File: src/rtl/pipeline_ctrl_pkg.sv
// Shared definitions for the pipeline control block.
//   state_e          : FSM state encoding (RUN / MEM_WAIT)
//   MEM_TIMEOUT_DEF  : default data-memory wait limit, in cycles
//   reg_hit()        : register-number match that never matches r0
package pipeline_ctrl_pkg;

    typedef enum logic {
        ST_RUN      = 1'b0,
        ST_MEM_WAIT = 1'b1
    } state_e;

    localparam int MEM_TIMEOUT_DEF = 16;

    // r0 is hard-wired to zero, so a write to it can never create a hazard.
    function automatic logic reg_hit(input logic [4:0] wr, input logic [4:0] rd);
        return (wr != 5'd0) && (wr == rd);
    endfunction

endpackage

File: src/rtl/pipeline_ctrl_hazard_detect.sv
// Load-use hazard detector (purely combinational).
// Ports:
//   ex_mem_read_i  : EX instruction is a load
//   ex_write_reg_i : EX destination register
//   id_rs_i/id_rt_i: ID source registers
//   id_uses_rt_i   : ID instruction actually reads rt
//   load_use_o     : ID needs the load result that is still in EX
module hazard_detect
    import pipeline_ctrl_pkg::*;
(
    input  logic       ex_mem_read_i,
    input  logic [4:0] ex_write_reg_i,
    input  logic [4:0] id_rs_i,
    input  logic [4:0] id_rt_i,
    input  logic       id_uses_rt_i,
    output logic       load_use_o
);

    assign load_use_o = ex_mem_read_i &&
                        (reg_hit(ex_write_reg_i, id_rs_i) ||
                         (id_uses_rt_i && reg_hit(ex_write_reg_i, id_rt_i)));

endmodule

File: src/rtl/pipeline_ctrl.sv
// Pipeline stall/flush controller for a 5-stage in-order pipeline.
// Handles load-use stalls, taken-branch flushes and data-memory wait states
// with a timeout that raises a sticky error.
// Ports:
//   clk, reset                    : clock, asynchronous active-high reset
//   id_rs, id_rt, id_uses_rt      : ID source operands
//   ex_mem_read, ex_write_reg     : EX load info
//   ex_branch_taken               : EX redirect
//   mem_access, dmem_ready        : MEM-stage memory handshake
//   pc_en .. mem_wb_en            : PC / pipeline register load enables
//   if_id_flush, id_ex_flush, mem_wb_flush : bubble insertion
//   dmem_req                      : data memory request
//   mem_err                       : sticky memory-timeout flag
//   stall_cycles                  : saturating count of cycles with pc_en=0
module pipeline_ctrl
    import pipeline_ctrl_pkg::*;
#(
    parameter int MEM_TIMEOUT = MEM_TIMEOUT_DEF,
    parameter int CNT_W       = 16
) (
    input  logic             clk,
    input  logic             reset,
    input  logic [4:0]       id_rs,
    input  logic [4:0]       id_rt,
    input  logic             id_uses_rt,
    input  logic             ex_mem_read,
    input  logic [4:0]       ex_write_reg,
    input  logic             ex_branch_taken,
    input  logic             mem_access,
    input  logic             dmem_ready,
    output logic             pc_en,
    output logic             if_id_en,
    output logic             id_ex_en,
    output logic             ex_mem_en,
    output logic             mem_wb_en,
    output logic             if_id_flush,
    output logic             id_ex_flush,
    output logic             mem_wb_flush,
    output logic             dmem_req,
    output logic             mem_err,
    output logic [CNT_W-1:0] stall_cycles
);

    // Wait counter holds the number of MEM_WAIT cycles already spent stalled.
    localparam int WAIT_W = (MEM_TIMEOUT < 2) ? 1 : $clog2(MEM_TIMEOUT);
    localparam logic [WAIT_W-1:0] WAIT_LAST = WAIT_W'(MEM_TIMEOUT - 1);

    state_e            state_q, state_d;
    logic [WAIT_W-1:0] wait_q, wait_d;
    logic              err_q;
    logic [CNT_W-1:0]  stall_q;
    logic              err_set;
    logic              hold_c, req_c;
    logic              load_use;
    logic              pc_c, if_id_c, id_ex_c, ex_mem_c, mem_wb_c;
    logic              if_id_fl_c, id_ex_fl_c, mem_wb_fl_c;

    hazard_detect u_hazard (
        .ex_mem_read_i (ex_mem_read),
        .ex_write_reg_i(ex_write_reg),
        .id_rs_i       (id_rs),
        .id_rt_i       (id_rt),
        .id_uses_rt_i  (id_uses_rt),
        .load_use_o    (load_use)
    );

    // Next state: decide whether this cycle is held for memory or released.
    always_comb begin
        state_d = state_q;
        wait_d  = '0;
        err_set = 1'b0;
        hold_c  = 1'b0;
        req_c   = 1'b0;
        case (state_q)
            ST_RUN: begin
                req_c = mem_access;
                if (mem_access && !dmem_ready) begin
                    hold_c  = 1'b1;
                    state_d = ST_MEM_WAIT;
                end
            end
            ST_MEM_WAIT: begin
                if (dmem_ready) begin
                    req_c   = 1'b1;
                    state_d = ST_RUN;
                end else if (wait_q == WAIT_LAST) begin
                    // Abort: release the pipeline without a request.
                    err_set = 1'b1;
                    state_d = ST_RUN;
                end else begin
                    hold_c  = 1'b1;
                    req_c   = 1'b1;
                    wait_d  = wait_q + 1'b1;
                end
            end
            default: state_d = ST_RUN;
        endcase
    end

    // Output decode. Branch outranks load-use; both are ignored while held.
    always_comb begin
        pc_c        = 1'b0;
        if_id_c     = 1'b0;
        id_ex_c     = 1'b0;
        ex_mem_c    = 1'b0;
        mem_wb_c    = 1'b0;
        if_id_fl_c  = 1'b0;
        id_ex_fl_c  = 1'b0;
        mem_wb_fl_c = 1'b0;
        if (hold_c) begin
            mem_wb_c    = 1'b1;
            mem_wb_fl_c = 1'b1;
        end else begin
            pc_c     = 1'b1;
            if_id_c  = 1'b1;
            id_ex_c  = 1'b1;
            ex_mem_c = 1'b1;
            mem_wb_c = 1'b1;
            if (ex_branch_taken) begin
                if_id_fl_c = 1'b1;
                id_ex_fl_c = 1'b1;
            end else if (load_use) begin
                pc_c       = 1'b0;
                if_id_c    = 1'b0;
                id_ex_fl_c = 1'b1;
            end
        end
    end

    // Reset forces every control output low without waiting for a clock.
    assign pc_en        = pc_c        & ~reset;
    assign if_id_en     = if_id_c     & ~reset;
    assign id_ex_en     = id_ex_c     & ~reset;
    assign ex_mem_en    = ex_mem_c    & ~reset;
    assign mem_wb_en    = mem_wb_c    & ~reset;
    assign if_id_flush  = if_id_fl_c  & ~reset;
    assign id_ex_flush  = id_ex_fl_c  & ~reset;
    assign mem_wb_flush = mem_wb_fl_c & ~reset;
    assign dmem_req     = req_c       & ~reset;
    assign mem_err      = err_q;
    assign stall_cycles = stall_q;

    always_ff @(posedge clk or posedge reset) begin
        if (reset) begin
            state_q <= ST_RUN;
            wait_q  <= '0;
            err_q   <= 1'b0;
            stall_q <= '0;
        end else begin
            state_q <= state_d;
            wait_q  <= wait_d;
            if (err_set) err_q <= 1'b1;
            if (!pc_en && (stall_q != '1)) stall_q <= stall_q + CNT_W'(1);
        end
    end

endmodule

File: config.mk
export PLATFORM = sky130hd
export DESIGN_NAME = pipeline_ctrl
export DESIGN_NICKNAME = d
export VERILOG_FILES = /design/src/rtl/pipeline_ctrl_pkg.sv /design/src/rtl/pipeline_ctrl_hazard_detect.sv /design/src/rtl/pipeline_ctrl.sv
export SDC_FILE = /design/constraint.sdc
export NUM_CORES = 1
export LEC_CHECK = 0
export CAP_MARGIN = 40
export CORE_ASPECT_RATIO = 1.1
export CORE_MARGIN = 2
export CORE_UTILIZATION = 55
export CTS_BUF_LIST = sky130_fd_sc_hd__clkbuf_2
export DETAILED_ROUTE_END_ITERATION = 10
export DONT_BUFFER_PORTS = 1
export PLACE_DENSITY = 0.72
export SETUP_SLACK_MARGIN = 0.02
export SYNTH_ARGS = -nofsm -noshare
export SYNTH_HDL_FRONTEND = slang
export SYNTH_SLANG_ARGS = --single-unit
File: constraint.sdc
create_clock -name clk -period 6.1 [get_ports clk]
set_input_delay 0.305 -clock clk [delete_from_list [all_inputs] [get_ports clk]]
set_output_delay 0.305 -clock clk [all_outputs]
set_load 0.01 [all_outputs]
==> out/results.tsv, run 1 <==
stage	metric	value	unit
clock_network	CTS tree	built	
sta	fin crit share	0.430	
min_path	Hold Crit Class	in -> reg	
sta	RSZ-0062 raised after global routing	false	
place	DP HPWL	1.92	mm
logic_synthesis	post-synthesis cell area	1260	um^2
global_routing	met3 GRT Util	0.0437	
logic_synthesis	post-synthesis sequential area ratio	0.436	
layout	# diodes	0	
clock_network	setup bufs post-CTS	0	
clock_network	CTS HTree Levels	1	
sta	clk_skew	0.00213	ns
sta	setup TNS	0	ns
critical_path	reg-to-reg slack, setup	3.52	ns
critical_path	crit path capture type	primary output	
logic_synthesis	ranking of synthesized cells by area	dfrtp_1, xor2_1, nor4_2, nor2_1, mux2_2	
global_routing	Total GRT Usage	0.188	
global_routing	largest net degree at the start of global routing	16	
critical_path	Worst R2R End	stall_cycles[12]$_DFFE_PP0P_	
die	full die area	2700	um^2
clock_network	# clock sinks	22	
sta	Final Setup Violations	0	
die	Starting Density	0.573	
critical_path	Max FO, Critical Path	13	
detailed_routing	Vias/cell	5.86	
logic_synthesis	async set-reset flop share out of synthesis	1.00	
global_routing	first-pass GRT wire length	3.80	mm
place	GPL Wtd Cong	0.748	
critical_path	launch point of the worst path	wait_q[0]$_DFF_PP0_	
layout	layout cell share with drive strength beyond 1	0.144	
detailed_routing	total number of vias	908	
critical_path	WP data required	5.79	ns
min_path	Worst Hold Depth	1	
detailed_routing	post-DR wirelength/cell	15.9	um
die	row cnt	18	
detailed_routing	DRT Pass-1 Iters	4	
pwr	LEAKAGE	0.000535	uW
logic_synthesis	most area-hungry cell type in the Yosys netlist	dfrtp_1	
sta	Final Max Tran Viols	0	
sta	Final Hold Vio Count	0	
global_routing	GR Util met2	0.344	
place	PortBufs	0	
global_routing	grt ovf	0	
sta	Worst slew margin	0.653	
die	I/O Pins	48	
clock_network	Clk Latency, worst-skew pair	0.30	ns
clock_network	CTS clk-pin slew, worst paths	0.19	ns
detailed_routing	DR DRC count	0	
layout	fill cell total of the finished layout	188	
logic_synthesis	Syn Nets	145	
detailed_routing	final wirelength	2.46	mm
die	Core Area	2210	um^2
status	status	finished clean	
logic_synthesis	Yosys warning total	0	
detailed_routing	post-route ant nets	0	
layout	area grow syn2layout	7.23	%
clock_network	CTS root buf	clkbuf_2	
place	placed cell count	150	
die	Vert. Die Dim	54.3	um
layout	non-filler instance count after layout	155	
pwr	maximum VDD drop	0.000222	V
sta	achievable frequency	382	MHz
logic_synthesis	ys flop type	dfrtp_1	
critical_path	Reg2Reg Depth	8	
sta	min Tclk post-route	2.62	ns
logic_synthesis	number of synthesized flops with an enable pin	0	
critical_path	CP Launch Type	flip-flop	
global_routing	vias in the first global route	889	
critical_path	origin of the critical flop-to-flop path	wait_q[0]$_DFF_PP0_	
detailed_routing	initial DRC count	11	
pwr	P per Cell Area	311	nW/um^2
sta	final hold slack	0.0618	ns
min_path	HP Start	dmem_ready	
logic_synthesis	Syn Area/Cell	10.4	um^2
critical_path	WP data arrival	2.32	ns
job	max-cap viol count	0	
logic_synthesis	cells after synthesis	121	
logic_synthesis	Yosys top cell area share	0.436	
sta	Worst-Margin Slew	0.519	ns
die	Die X	49.7	um
global_routing	most crowded layer after global routing	met2	
clock_network	CTS buffer count	3	
logic_synthesis	register bit total from synthesis	22	
layout	nets	150	
clock_network	clock buffer depth	2	
critical_path	Crit Path Class	reg -> out	
global_routing	antenna violations before repair	0	
logic_synthesis	synth unique cells	33	
min_path	Worst Hold Path EP	state_q$_DFF_PP0_	
global_routing	met1 usage	0.228	
-- worst max-delay path by stage --
stage,cells past startpoint,to,slack (ns)
after floorplan,7,stall_cycles[14]$_DFFE_PP0P_,3.89
after global placement,7,stall_cycles[1]$_DFFE_PP0P_,3.36
after detailed placement,8,stall_cycles[12]$_DFFE_PP0P_,3.51
after CTS,6,pc_en,3.44
after global routing,6,pc_en,3.30
final,6,pc_en,3.48
-- state kept, by name, summed over array words and instances (netlist names) --
| signal | count |
|---|---|
| state_q | 1 |
| mem_err | 1 |
| wait_q | 4 |
| stall_cycles | 16 |
-- what timing repair did --
item                      in CTS  in global routing
hold buffers                   1                  0
resized for setup              0                  0
hold endpoints to repair       9                  0
-- cells by family (layout without fill, tap and decap cells) --
family	Yosys count	in the layout	synth area share
adders and majority gates	2	2	0.0198
AOI/OAI and AO/OA	8	8	0.0416
DFF	22	22	0.436
xor gates and xnor gates	24	24	0.166
muxes	3	3	0.0267
buffers and inverters	8	12	0.0366
and+or+nand+nor	54	54	0.273
-- power by group --
group          total (uW)  leakage, uW  internal, uW  switching, uW
sequential            264     0.000271           185           79.3
clock                55.1    0.0000140          14.3           40.9
combinational         102     0.000250          46.5           55.8
total                 422     0.000535           246            176
-- worst max-delay path: stages, from the launching register on --
cell and delay, ns:
dfrtp_1 0.45, ha_1 0.23, and3_1 0.21, a211oi_1 0.12, nor2_1 0.42, o31a_1 0.37
buf_8 0.21
-- synth_stat cells (all sizes together), types with 3 or more instances --
cell type / n
xor2: 21
nor4: 10
inv: 4
nand2: 7
nor2: 9
nand4: 3
buf: 4
nand3: 6
mux2: 3
dfrtp: 22
nor3: 6
xnor2: 3
-- per-stage QoR --
stage	util	cell area, um^2	worst slack, ns	total power (uW)
floorplan	-	1260	3.89	336
global placement	0.582	1280	3.36	360
detailed placement	0.601	1330	3.51	370
CTS	0.614	1360	3.44	428
global route	0.614	1360	3.30	453
finish	0.614	1360	3.48	422
-- per-layer routing --
metal	wire [um]	part of all wire	up-vias
li1	-	-	434
met1	1030	0.42	445
met4	10	0.0041	0
met5	0	0	-
met3	129	0.052	2
met2	1290	0.52	27
-- layout by cell type (no fill, tap or decap), types with 3 or more instances in the layout --
| cell type | count |
|---|---|
| dfrtp_1 | 22 |
| xor2_1 | 21 |
| nor2_1 | 9 |
| nor4_2 | 7 |
| nand2_1 | 7 |
| nor3_1 | 6 |
| nand3_1 | 6 |
| inv_1 | 4 |
| xnor2_1 | 3 |
| nand4_1 | 3 |
| mux2_2 | 3 |
| clkbuf_2 | 3 |
-- cell type report --
type                       count  area (um^2)  area share
tap                           30         37.5      0.0277
timing repair buffer           4         60.1      0.0443
clock buffer                   3         15.0      0.0111
multi-input combinational     91          673       0.497
inverter                       4         15.0      0.0111
sequential                    22          551       0.406
clock inverter                 1         3.75     0.00277
Power figures use the tool's default switching activity.
==> inputs of run 2 (changes only) <==
Clock period 6.1 ns to 2.7 ns, I/O delays scaled along.
==> out/results.tsv, run 2 (synthesis results as in run 1) <==
stage	metric	value	unit	change
die	full die area	2700	um^2	unchanged
critical_path	Max FO, Critical Path	12		-1
pwr	total power	941	uW	+120%
status	status	finished clean		
global_routing	met1 usage	0.220		-0.00786
pwr	NetSw	388	uW	+120%
layout	area grow syn2layout	6.73	%	
global_routing	met3 GRT Util	0.0683		+0.0246
global_routing	most crowded layer after global routing	met2		
job	max-cap viol count	0		unchanged
pwr	Seq pwr share	0.630		+0.003
place	PortBufs	0		unchanged
sta	Final Max Tran Viols	0		unchanged
critical_path	WP data required	2.95	ns	-2.84 ns
global_routing	grt ovf	0		unchanged
detailed_routing	final wirelength	2.38	mm	-3.3%
place	placed cell count	152		+1.3%
sta	clk_skew	0.00347	ns	+0.00134 ns
layout	fill cell total of the finished layout	205		+9.0%
min_path	HP Start	mem_access		
sta	Worst slew margin	0.725		+0.0722
clock_network	CTS tree	built		
sta	worst setup margin	0.352	ns	-3.13 ns
critical_path	WP data arrival	2.60	ns	+0.28 ns
place	pre-CTS WS	0.380	ns	-3.13 ns
detailed_routing	Vias/cell	5.93		+1.2%
sta	min Tclk post-route	2.35	ns	
pwr	maximum VDD drop	0.000492	V	+120%
die	Core Area	2210	um^2	unchanged
clock_network	CTS root buf	clkbuf_2		
place	DP HPWL	1.82	mm	-5.3%
clock_network	CTS HTree Levels	1		unchanged
clock_network	# clock sinks	22		unchanged
sta	Worst-Margin Slew	0.409	ns	-0.110 ns
sta	Final Setup Violations	0		unchanged
pwr	P per Cell Area	698	nW/um^2	+120%
detailed_routing	total number of vias	931		+2.5%
clock_network	# resized after CTS	0		unchanged
critical_path	delay-heaviest family, CP	simple AND/OR/NAND/NOR gates		
detailed_routing	DR DRC count	0		unchanged
pwr	switching share of power	0.412		-0.00513
global_routing	Total GRT Usage	0.190		+0.00220
sta	Final Hold Vio Count	0		unchanged
critical_path	Buf/Inv on CP	1		unchanged
pwr	combinational power share	0.243		about the same
layout	nets	153		+2.0%
pwr	Internal Pwr Total	553	uW	+120%
critical_path	Worst R2R End	stall_cycles[13]$_DFFE_PP0P_		
critical_path	CP peak stage delay	0.44	ns	about the same
sta	setup TNS	0	ns	unchanged
clock_network	Clk Latency, worst-skew pair	0.31	ns	about the same
min_path	Worst Hold Path EP	state_q$_DFF_PP0_		
critical_path	CP Launch Type	flip-flop		
global_routing	GR Util met2	0.322		-0.0222
critical_path	crit path capture type	flip-flop		
critical_path	reg-to-reg slack, setup	0.35	ns	-3.17 ns
critical_path	CP max-delay cell	dfrtp_1		
place	GPL Wtd Cong	0.744		-0.48%
global_routing	vias in the first global route	867		-2.5%
global_routing	antenna violations before repair	0		unchanged
clock_network	CTS clk-pin slew, worst paths	0.17	ns	-0.02 ns
clock_network	clock buffer depth	2		unchanged
layout	layout cell share with drive strength beyond 1	0.157		+0.0135
global_routing	first-pass GRT wire length	3.82	mm	+0.55%
layout	non-filler instance count after layout	157		+1.3%
detailed_routing	post-route ant nets	0		unchanged
critical_path	origin of the critical flop-to-flop path	wait_q[0]$_DFF_PP0_		
layout	most common cell after layout, fill and taps aside	dfrtp_1		
critical_path	Reg2Reg Depth	8		unchanged
sta	RSZ-0062 raised after global routing	false		
layout	max FFs per register	16		unchanged
detailed_routing	initial DRC count	6		-5
min_path	Hold Crit Class	in -> reg		
pwr	clock group share of total power	0.127		-0.004
die	Die X	49.7	um	unchanged
layout	# diodes	0		unchanged
die	row cnt	18		unchanged
global_routing	largest net degree at the start of global routing	24		+8
die	I/O Pins	48		unchanged
critical_path	ordered list of cells on the worst path	ha_1 > and3_1 > a211oi_1 > nor2_1 > o31a_1 > buf_4 > nor4_1 > xor2_1		
layout	commonest cells after routing, fill and taps aside	dfrtp_1, xor2_1, nor2_1, nor4_2, nand2_1		
clock_network	setup bufs post-CTS	0		unchanged
critical_path	Crit Path Class	reg -> reg		
detailed_routing	post-DR wirelength/cell	15.1	um	-4.6%
sta	achievable frequency	426	MHz	
min_path	Worst Hold Depth	2		+1
pwr	LEAKAGE	0.000537	uW	+0.46%
detailed_routing	DRT Pass-1 Iters	4		unchanged
die	Starting Density	0.573		unchanged
clock_network	CTS buffer count	3		unchanged
sta	fin crit share	0.870		
die	Vert. Die Dim	54.3	um	unchanged
-- run 2: changes by cell type in the layout (fill, tap and decap cells not counted), sizes merged --
cell         delta
buf             +2
clkinv          -1
dlygate4sd3     +1
-- run 2: final cells by class --
type / count / area [um^2] / share of cell area
inverter: 4 / 15.0 / 0.0111
tap: 30 / 37.5 / 0.0278
multi-input combinational: 91 / 673 / 0.499
timing repair buffer: 7 / 57.6 / 0.0427
clock buffer: 3 / 15.0 / 0.0111
sequential: 22 / 551 / 0.408
-- run 2: through the flow --
step	hold slack (ns)	utilization	instance area, um^2
after floorplan	0.164	-	1260
after global placement	0.109	0.595	1310
after detailed placement	0.118	0.595	1310
after CTS	0.0237	0.611	1350
after global routing	0.0423	0.611	1350
final	0.0465	0.611	1350
-- run 2: how the worst max path moves through the flow --
stage	depth (start not counted)	start	end
global placement	7	wait_q[0]$_DFF_PP0_	stall_cycles[14]$_DFFE_PP0P_
detailed placement	8	wait_q[0]$_DFF_PP0_	stall_cycles[12]$_DFFE_PP0P_
CTS	8	wait_q[0]$_DFF_PP0_	stall_cycles[12]$_DFFE_PP0P_
global route	8	wait_q[0]$_DFF_PP0_	stall_cycles[12]$_DFFE_PP0P_
finish	8	wait_q[0]$_DFF_PP0_	stall_cycles[13]$_DFFE_PP0P_
floorplan	7	wait_q[0]$_DFF_PP0_	stall_cycles[14]$_DFFE_PP0P_
-- run 2: power by group through the flow --
stage / clock (uW) / combinational, uW / sequential, uW
floorplan: 0 / 194 / 566
global placement: 0 / 221 / 598
detailed placement: 0 / 227 / 602
CTS: 128 / 231 / 595
global route: 142 / 259 / 613
finish: 120 / 229 / 593
-- run 2: routing by layer --
layer	up-vias	part of all wire
met5	-	0
met4	0	0.016
met3	5	0.083
met2	39	0.50
met1	449	0.40
li1	438	-
-- run 2: repair_timing --
| action | CTS | global route |
|---|---|---|
| hold buffers | 2 | 0 |
| hold endpoints to repair | 23 | 0 |
| endpoints found under the setup margin | 0 | 0 |
